### src/rtl/fb_write_arbiter_if.sv
// Frame-buffer write-port bundle: command/fill requests in, RAM write port out.
// The arbiter takes the slave view; the requester/RAM side takes the master view.
interface fb_write_arbiter_if #(
   parameter int AW = 12
);
   logic          cmd_req;
   logic [AW-1:0] cmd_addr;
   logic [7:0]    cmd_data;
   logic          cmd_ack;
   logic          fill_start;
   logic [7:0]    fill_data;
   logic          fill_busy;
   logic          fill_done;
   logic [AW-1:0] ram_address;
   logic [7:0]    ram_data_out;
   logic          ram_write_enable;
   logic          ram_clk_enable;

   modport master (
      output cmd_req, cmd_addr, cmd_data, fill_start, fill_data,
      input  cmd_ack, fill_busy, fill_done,
      input  ram_address, ram_data_out, ram_write_enable, ram_clk_enable
   );

   modport slave (
      input  cmd_req, cmd_addr, cmd_data, fill_start, fill_data,
      output cmd_ack, fill_busy, fill_done,
      output ram_address, ram_data_out, ram_write_enable, ram_clk_enable
   );
endinterface

### src/rtl/fb_write_arbiter.sv
// Frame-buffer RAM write-port owner: round-robin between line-loader writes and
// a fill engine that floods every address with one byte.
//
//   state   | meaning
//   --------+----------------------------------------------------------
//   S_IDLE  | no strobe; grant pending cmd/fill (rr pointer on a tie)
//   S_WRITE | strobes held WR_HOLD cycles; ack / fill advance on last
module fb_write_arbiter #(
   parameter int PIXEL_WIDTH     = 64,
   parameter int PIXEL_HEIGHT    = 32,
   parameter int BYTES_PER_PIXEL = 2,
   parameter int WR_HOLD         = 2
) (
   input logic               clk_in,
   input logic               reset_n,
   fb_write_arbiter_if.slave bus
);
   localparam int AW    = $clog2(PIXEL_HEIGHT) + $clog2(PIXEL_WIDTH * BYTES_PER_PIXEL);
   localparam int DEPTH = 2 ** AW;
   localparam int HCW   = (WR_HOLD > 1) ? $clog2(WR_HOLD) : 1;

   typedef enum logic {S_IDLE, S_WRITE} state_t;

   state_t          state_q, state_d;
   logic            grant_fill_q;
   logic            rr_fill_q;
   logic [HCW-1:0]  hold_q;
   logic [AW-1:0]   fill_cnt_q;
   logic [7:0]      fill_byte_q;
   logic            fill_busy_q;
   logic            fill_done_q;
   logic [AW-1:0]   addr_q;
   logic [7:0]      data_q;

   logic grant;
   logic pick_fill;
   logic last_hold;
   logic fill_last;
   logic fill_accept;

   assign grant       = (state_q == S_IDLE) && (bus.cmd_req || fill_busy_q);
   assign pick_fill   = fill_busy_q && (!bus.cmd_req || rr_fill_q);
   assign last_hold   = (state_q == S_WRITE) && (hold_q == '0);
   assign fill_last   = last_hold && grant_fill_q && (fill_cnt_q == AW'(DEPTH - 1));
   // fill_busy_q is still high during the final fill write, so a start there is dropped
   assign fill_accept = bus.fill_start && !fill_busy_q;

   always_ff @(posedge clk_in) begin
      if (!reset_n) state_q <= S_IDLE;
      else          state_q <= state_d;
   end

   always_comb begin
      state_d = state_q;
      case (state_q)
         S_IDLE:  if (grant)     state_d = S_WRITE;
         S_WRITE: if (last_hold) state_d = S_IDLE;
         default:                state_d = S_IDLE;
      endcase
   end

   always_comb begin
      bus.ram_write_enable = (state_q == S_WRITE);
      bus.ram_clk_enable   = (state_q == S_WRITE);
      bus.cmd_ack          = last_hold && !grant_fill_q;
      bus.fill_busy        = fill_busy_q;
      bus.fill_done        = fill_done_q;
      bus.ram_address      = addr_q;
      bus.ram_data_out     = data_q;
   end

   always_ff @(posedge clk_in) begin
      if (!reset_n) begin
         grant_fill_q <= 1'b0;
         rr_fill_q    <= 1'b0;
         hold_q       <= '0;
         fill_cnt_q   <= '0;
         fill_byte_q  <= '0;
         fill_busy_q  <= 1'b0;
         fill_done_q  <= 1'b0;
         addr_q       <= '0;
         data_q       <= '0;
      end else begin
         fill_done_q <= fill_last;

         if (grant) begin
            grant_fill_q <= pick_fill;
            rr_fill_q    <= !pick_fill;
            hold_q       <= HCW'(WR_HOLD - 1);
            addr_q       <= pick_fill ? fill_cnt_q  : bus.cmd_addr;
            data_q       <= pick_fill ? fill_byte_q : bus.cmd_data;
         end else if ((state_q == S_WRITE) && (hold_q != '0)) begin
            hold_q <= hold_q - HCW'(1);
         end

         if (fill_accept) begin
            fill_byte_q <= bus.fill_data;
            fill_cnt_q  <= '0;
            fill_busy_q <= 1'b1;
         end else if (last_hold && grant_fill_q) begin
            fill_cnt_q <= fill_cnt_q + AW'(1);
            if (fill_last) fill_busy_q <= 1'b0;
         end
      end
   end
endmodule
### src/flat_wrapper.sv
// flat-port wrapper written by rule: the top's interface ports become plain ports
module fb_write_arbiter_flat 
#(
   parameter int PIXEL_WIDTH     = 64,
   parameter int PIXEL_HEIGHT    = 32,
   parameter int BYTES_PER_PIXEL = 2,
   parameter int WR_HOLD         = 2
)
  (clk_in, reset_n, bus_cmd_req, bus_cmd_addr, bus_cmd_data, bus_fill_start, bus_fill_data, bus_cmd_ack, bus_fill_busy, bus_fill_done, bus_ram_address, bus_ram_data_out, bus_ram_write_enable, bus_ram_clk_enable);
  fb_write_arbiter_if bus_i ();
  input logic clk_in;
  input logic reset_n;
  input wire logic [$bits(bus_i.cmd_req)-1:0] bus_cmd_req;
  input wire logic [$bits(bus_i.cmd_addr)-1:0] bus_cmd_addr;
  input wire logic [$bits(bus_i.cmd_data)-1:0] bus_cmd_data;
  input wire logic [$bits(bus_i.fill_start)-1:0] bus_fill_start;
  input wire logic [$bits(bus_i.fill_data)-1:0] bus_fill_data;
  output wire logic [$bits(bus_i.cmd_ack)-1:0] bus_cmd_ack;
  output wire logic [$bits(bus_i.fill_busy)-1:0] bus_fill_busy;
  output wire logic [$bits(bus_i.fill_done)-1:0] bus_fill_done;
  output wire logic [$bits(bus_i.ram_address)-1:0] bus_ram_address;
  output wire logic [$bits(bus_i.ram_data_out)-1:0] bus_ram_data_out;
  output wire logic [$bits(bus_i.ram_write_enable)-1:0] bus_ram_write_enable;
  output wire logic [$bits(bus_i.ram_clk_enable)-1:0] bus_ram_clk_enable;
  assign bus_i.cmd_req = bus_cmd_req;
  assign bus_i.cmd_addr = bus_cmd_addr;
  assign bus_i.cmd_data = bus_cmd_data;
  assign bus_i.fill_start = bus_fill_start;
  assign bus_i.fill_data = bus_fill_data;
  assign bus_cmd_ack = bus_i.cmd_ack;
  assign bus_fill_busy = bus_i.fill_busy;
  assign bus_fill_done = bus_i.fill_done;
  assign bus_ram_address = bus_i.ram_address;
  assign bus_ram_data_out = bus_i.ram_data_out;
  assign bus_ram_write_enable = bus_i.ram_write_enable;
  assign bus_ram_clk_enable = bus_i.ram_clk_enable;
  fb_write_arbiter #(.PIXEL_WIDTH(PIXEL_WIDTH), .PIXEL_HEIGHT(PIXEL_HEIGHT), .BYTES_PER_PIXEL(BYTES_PER_PIXEL), .WR_HOLD(WR_HOLD)) u_core (.clk_in(clk_in), .reset_n(reset_n), .bus(bus_i));
endmodule
### config.mk
export PLATFORM = sky130hd
export DESIGN_NAME = fb_write_arbiter_flat
export DESIGN_NICKNAME = d
export VERILOG_FILES = /design/src/rtl/fb_write_arbiter_if.sv /design/src/rtl/fb_write_arbiter.sv /design/src/flat_wrapper.sv
export SDC_FILE = /design/constraint.sdc
export NUM_CORES = 1
export LEC_CHECK = 0
export CAP_MARGIN = 20
export CORE_MARGIN = 2
export CORE_UTILIZATION = 47
export DETAILED_ROUTE_END_ITERATION = 8
export GPL_ROUTABILITY_DRIVEN = 0
export GPL_TIMING_DRIVEN = 0
export MAX_ROUTING_LAYER = met4
export PLACE_DENSITY = 0.79
export SETUP_SLACK_MARGIN = 0.1
export SYNTH_ARGS = -nofsm -noshare
export SYNTH_HDL_FRONTEND = slang
export SYNTH_SLANG_ARGS = --single-unit
### constraint.sdc
create_clock -name clk_in -period 1.9 [get_ports clk_in]
set_clock_uncertainty 0.05 [all_clocks]
set_input_delay 0.285 -clock clk_in [delete_from_list [all_inputs] [get_ports clk_in]]
set_output_delay 0.285 -clock clk_in [all_outputs]
set_load 0.005 [all_outputs]
==> results.py <==
metrics = {
    "cts": {
        "cts_tree": "done",
        "cts_root_buf": "clkbuf_8",
        "cts_sinks": 46,
        "cts_buffer_depth": 2,
        "cts_hold_buffers": 0,
        "cts_max_level": 2,
        "numCtsBuffers": 5,
        "cts.reportedPaths.clkPinSlew_ns": 0.08,
        "insertion_delay_ns": 0.30,
    },
    "sta": {
        "slew_headroom_pct": 66.1,
        "whs_ns": 0.418,
        "rsz0062_at_grt": "no",
        "timing.final.crit_period_ns": 1.73,
        "maxSlewViolCount": 0,
        "finalSetupViolCount": 0,
        "timing.final.crit_share_pct": 91.0,
        "fmax_ghz": 0.579,
        "worst_pin_slew_ns": 0.509,
        "tns_ns": 0,
        "setup_ws_ns": 0.172,
        "hold_viol_final": 0,
    },
    "critical_path": {
        "cp-end-kind": "primary output",
        "critPathMaxFanout": 5,
        "cp-start-kind": "flip-flop",
        "crit_buf_inv": 2,
        "r2r-end": "u_core.fill_cnt_q[11]",
        "crit_cells": 4,
        "cp_slowest_stage_delay_ns": 0.50,
        "cp_cell_sequence": "buf_6, nand2b_1, nor2_1, clkdlybuf4s50_1",
        "crit_type": "flip-flop to primary output",
        "critPathSlowestCell": "clkdlybuf4s50_1",
        "r2r_cells": 6,
        "critical_path_required_ns": 1.56,
        "reg2reg_from": "u_core.bus.ram_clk_enable",
        "arrival_ns": 1.39,
        "crit_family": "buffers and inverters",
        "rrSetupSlack_ns": 0.32,
    },
    "route": {
        "drt_iter0_drc": 140,
        "ant_nets": 0,
        "vias": 1858,
        "wl_per_cell_um": 15.8,
        "drc": 0,
        "firstDrtPassIters": 4,
        "avgViaCountPerCell": 5.73,
        "wl_um": 5130,
    },
    "min_path": {
        "hold_class": "flip-flop to flip-flop",
        "worstHoldStart": "u_core.bus.ram_address[4]",
        "min_to": "u_core.bus.ram_address[4]",
        "hold_depth": 1,
    },
    "pwr": {
        "power_frac_clock_pct": 30.5,
        "switchingPower_mw": 0.497,
        "vdd_drop_max_uv": 516,
        "p_int_mw": 1.50,
        "power_frac_seq_pct": 52.2,
        "fin_total_pwr_mw": 2.00,
        "leakagePower_nw": 0.946,
        "swShare_pct": 24.9,
        "comb_power_share_pct": 17.3,
        "power_density_nw_per_um2": 730,
    },
    "placed_design": {
        "io_buffers": 56,
        "dpl.cell_count": 312,
        "dpl_worst_slack_ns": -0.0401,
        "dp_hpwl_um": 3620,
        "placed_area_um2": 2610,
    },
    "synthesis": {
        "yosysWarnings": 0,
        "synth.distinct_cells": 34,
        "synth_edf_count": 0,
        "synthTopCellsByArea": "dfxtp_1 (46%), a32oi_1 (8.8%), o2bb2ai_1 (8.8%), nand2_1 (4.0%), a21boi_0 (3.8%)",
        "yosysTopAreaCell": "dfxtp_1",
        "yosys.area.top_type_share_pct": 46.3,
        "avgSynthCellArea_um2": 9.65,
        "synth_ff_type": "dfxtp_1",
        "synth_cells": 206,
        "synthTopCellsByCount": "dfxtp_1 (46), nand2_1 (21), a32oi_1 (20), o2bb2ai_1 (20), clkbuf_1 (12)",
        "synth-seq-cells": 46,
        "synth_nets": 239,
        "synth_most_common_cell": "dfxtp_1",
        "syn_area_um2": 1990,
        "synthArstFlopShare_pct": 0,
        "yosysSeqAreaShare_pct": 46.3,
    },
    "run": {
        "max-cap-violations": 0,
    },
    "global_route": {
        "grt_pass1_wl_um": 8430,
        "track_usage_pct": 22.3,
        "grt_pass1_vias": 1809,
        "antenna_found_initial": 0,
        "grt_start_max_net_pins": 14,
        "overflow": 0,
    },
    "layout": {
        "final_area_um2": 2740,
        "finalNonFillerCells": 324,
        "nets": 306,
        "layout.core_utilization_pct": 68.0,
        "synthToLayoutAreaGrowth_pct": 37.8,
        "drive_gt1_share_pct": 7.66,
        "diodes": 0,
    },
    "floorplanning": {
        "fp-row-count": 23,
        "ioPinCount": 57,
        "die_area_um2": 4760,
        "coreArea_um2": 4030,
        "die_w_um": 69.0,
        "start_util_pct": 49.3,
        "dieHeight_um": 69.0,
    },
    "run_status": {
        "status": "completed",
    },
}
## worst max-delay path by stage
stage,startpoint,end,slack (ns)
after global placement,bus_cmd_req,u_core.bus.ram_address[3],-0.04
after detailed placement,bus_cmd_req,u_core.bus.ram_address[6],-0.04
after CTS,u_core.bus.ram_clk_enable,bus_cmd_ack,0.12
after global routing,u_core.bus.ram_clk_enable,bus_cmd_ack,0.11
final,u_core.bus.ram_clk_enable,bus_cmd_ack,0.17
after floorplan,u_core.bus.ram_clk_enable,u_core.fill_cnt_q[4],0.49
## per-layer routing
metal,routed length [um],vias to the layer above,part of all wire (%),track usage (%)
met4,92,0,1.8,8.06
met3,290,11,5.7,3.95
met1,2350,870,46,29.6
met2,2400,62,47,34.2
met5,0,-,0,-
li1,-,915,-,-
## timing repair
item / 4_1_cts / 5_1_grt
gates resized for setup: 2 / 2
endpoints found under the setup margin: 1 / 6
setup buffers: 0 / 4
## layout by cell type (no fill, tap or decap), types with 6 or more instances in the layout
master / netlist / layout
clkbuf_1: 12 / 12
a21boi_0: 10 / 10
nand2_1: 21 / 21
o2bb2ai_1: 20 / 20
clkbuf_8: 0 / 6
nor2_1: 6 / 6
dfxtp_1: 46 / 45
clkdlybuf4s50_1: 0 / 56
nand2b_1: 6 / 6
a21oi_1: 7 / 7
a32oi_1: 20 / 20
## logic make-up after synthesis
| kind of cell | Yosys count | share of synthesized area, % |
|---|---|---|
| AOI/OAI and AO/OA | 66 | 26.3 |
| and+or+nand+nor | 63 | 18.0 |
| xor gates and xnor gates | 2 | 0.882 |
| DFF | 46 | 46.3 |
| muxes | 5 | 2.52 |
| buffers and inverters | 23 | 5.29 |
| adders and majority gates | 1 | 0.630 |
## registers in the layout, summed over array words and instances, names as in the netlist
register	cells
u_core.bus.fill_busy	1
u_core.rr_fill_q	1
u_core.bus.ram_clk_enable	1
u_core.fill_byte_q	8
u_core.hold_q	1
u_core.bus.ram_address	12
u_core.bus.ram_data_out	8
u_core.bus.fill_done	1
u_core.grant_fill_q	1
u_core.fill_cnt_q	12
## power by group through the flow
stage / combinational, mW / clock (mW) / sequential, mW
after CTS: 0.334 / 0.620 / 1.04
after global placement: 0.327 / 0 / 1.06
after global routing: 0.375 / 0.653 / 1.05
after detailed placement: 0.329 / 0 / 1.06
after floorplan: 0.145 / 0 / 1.06
final: 0.345 / 0.608 / 1.04
## layout make-up
type	instances	area (um2)
buffer	19	95.1
sequential	46	922
clock inverter	1	5.00
timing repair buffer	60	591
tap	50	62.6
fill	347	1290
clock buffer	7	86.3
multi-input combinational	137	961
inverter	4	15.0
Note: power is estimated with default switching activity, not from simulation.
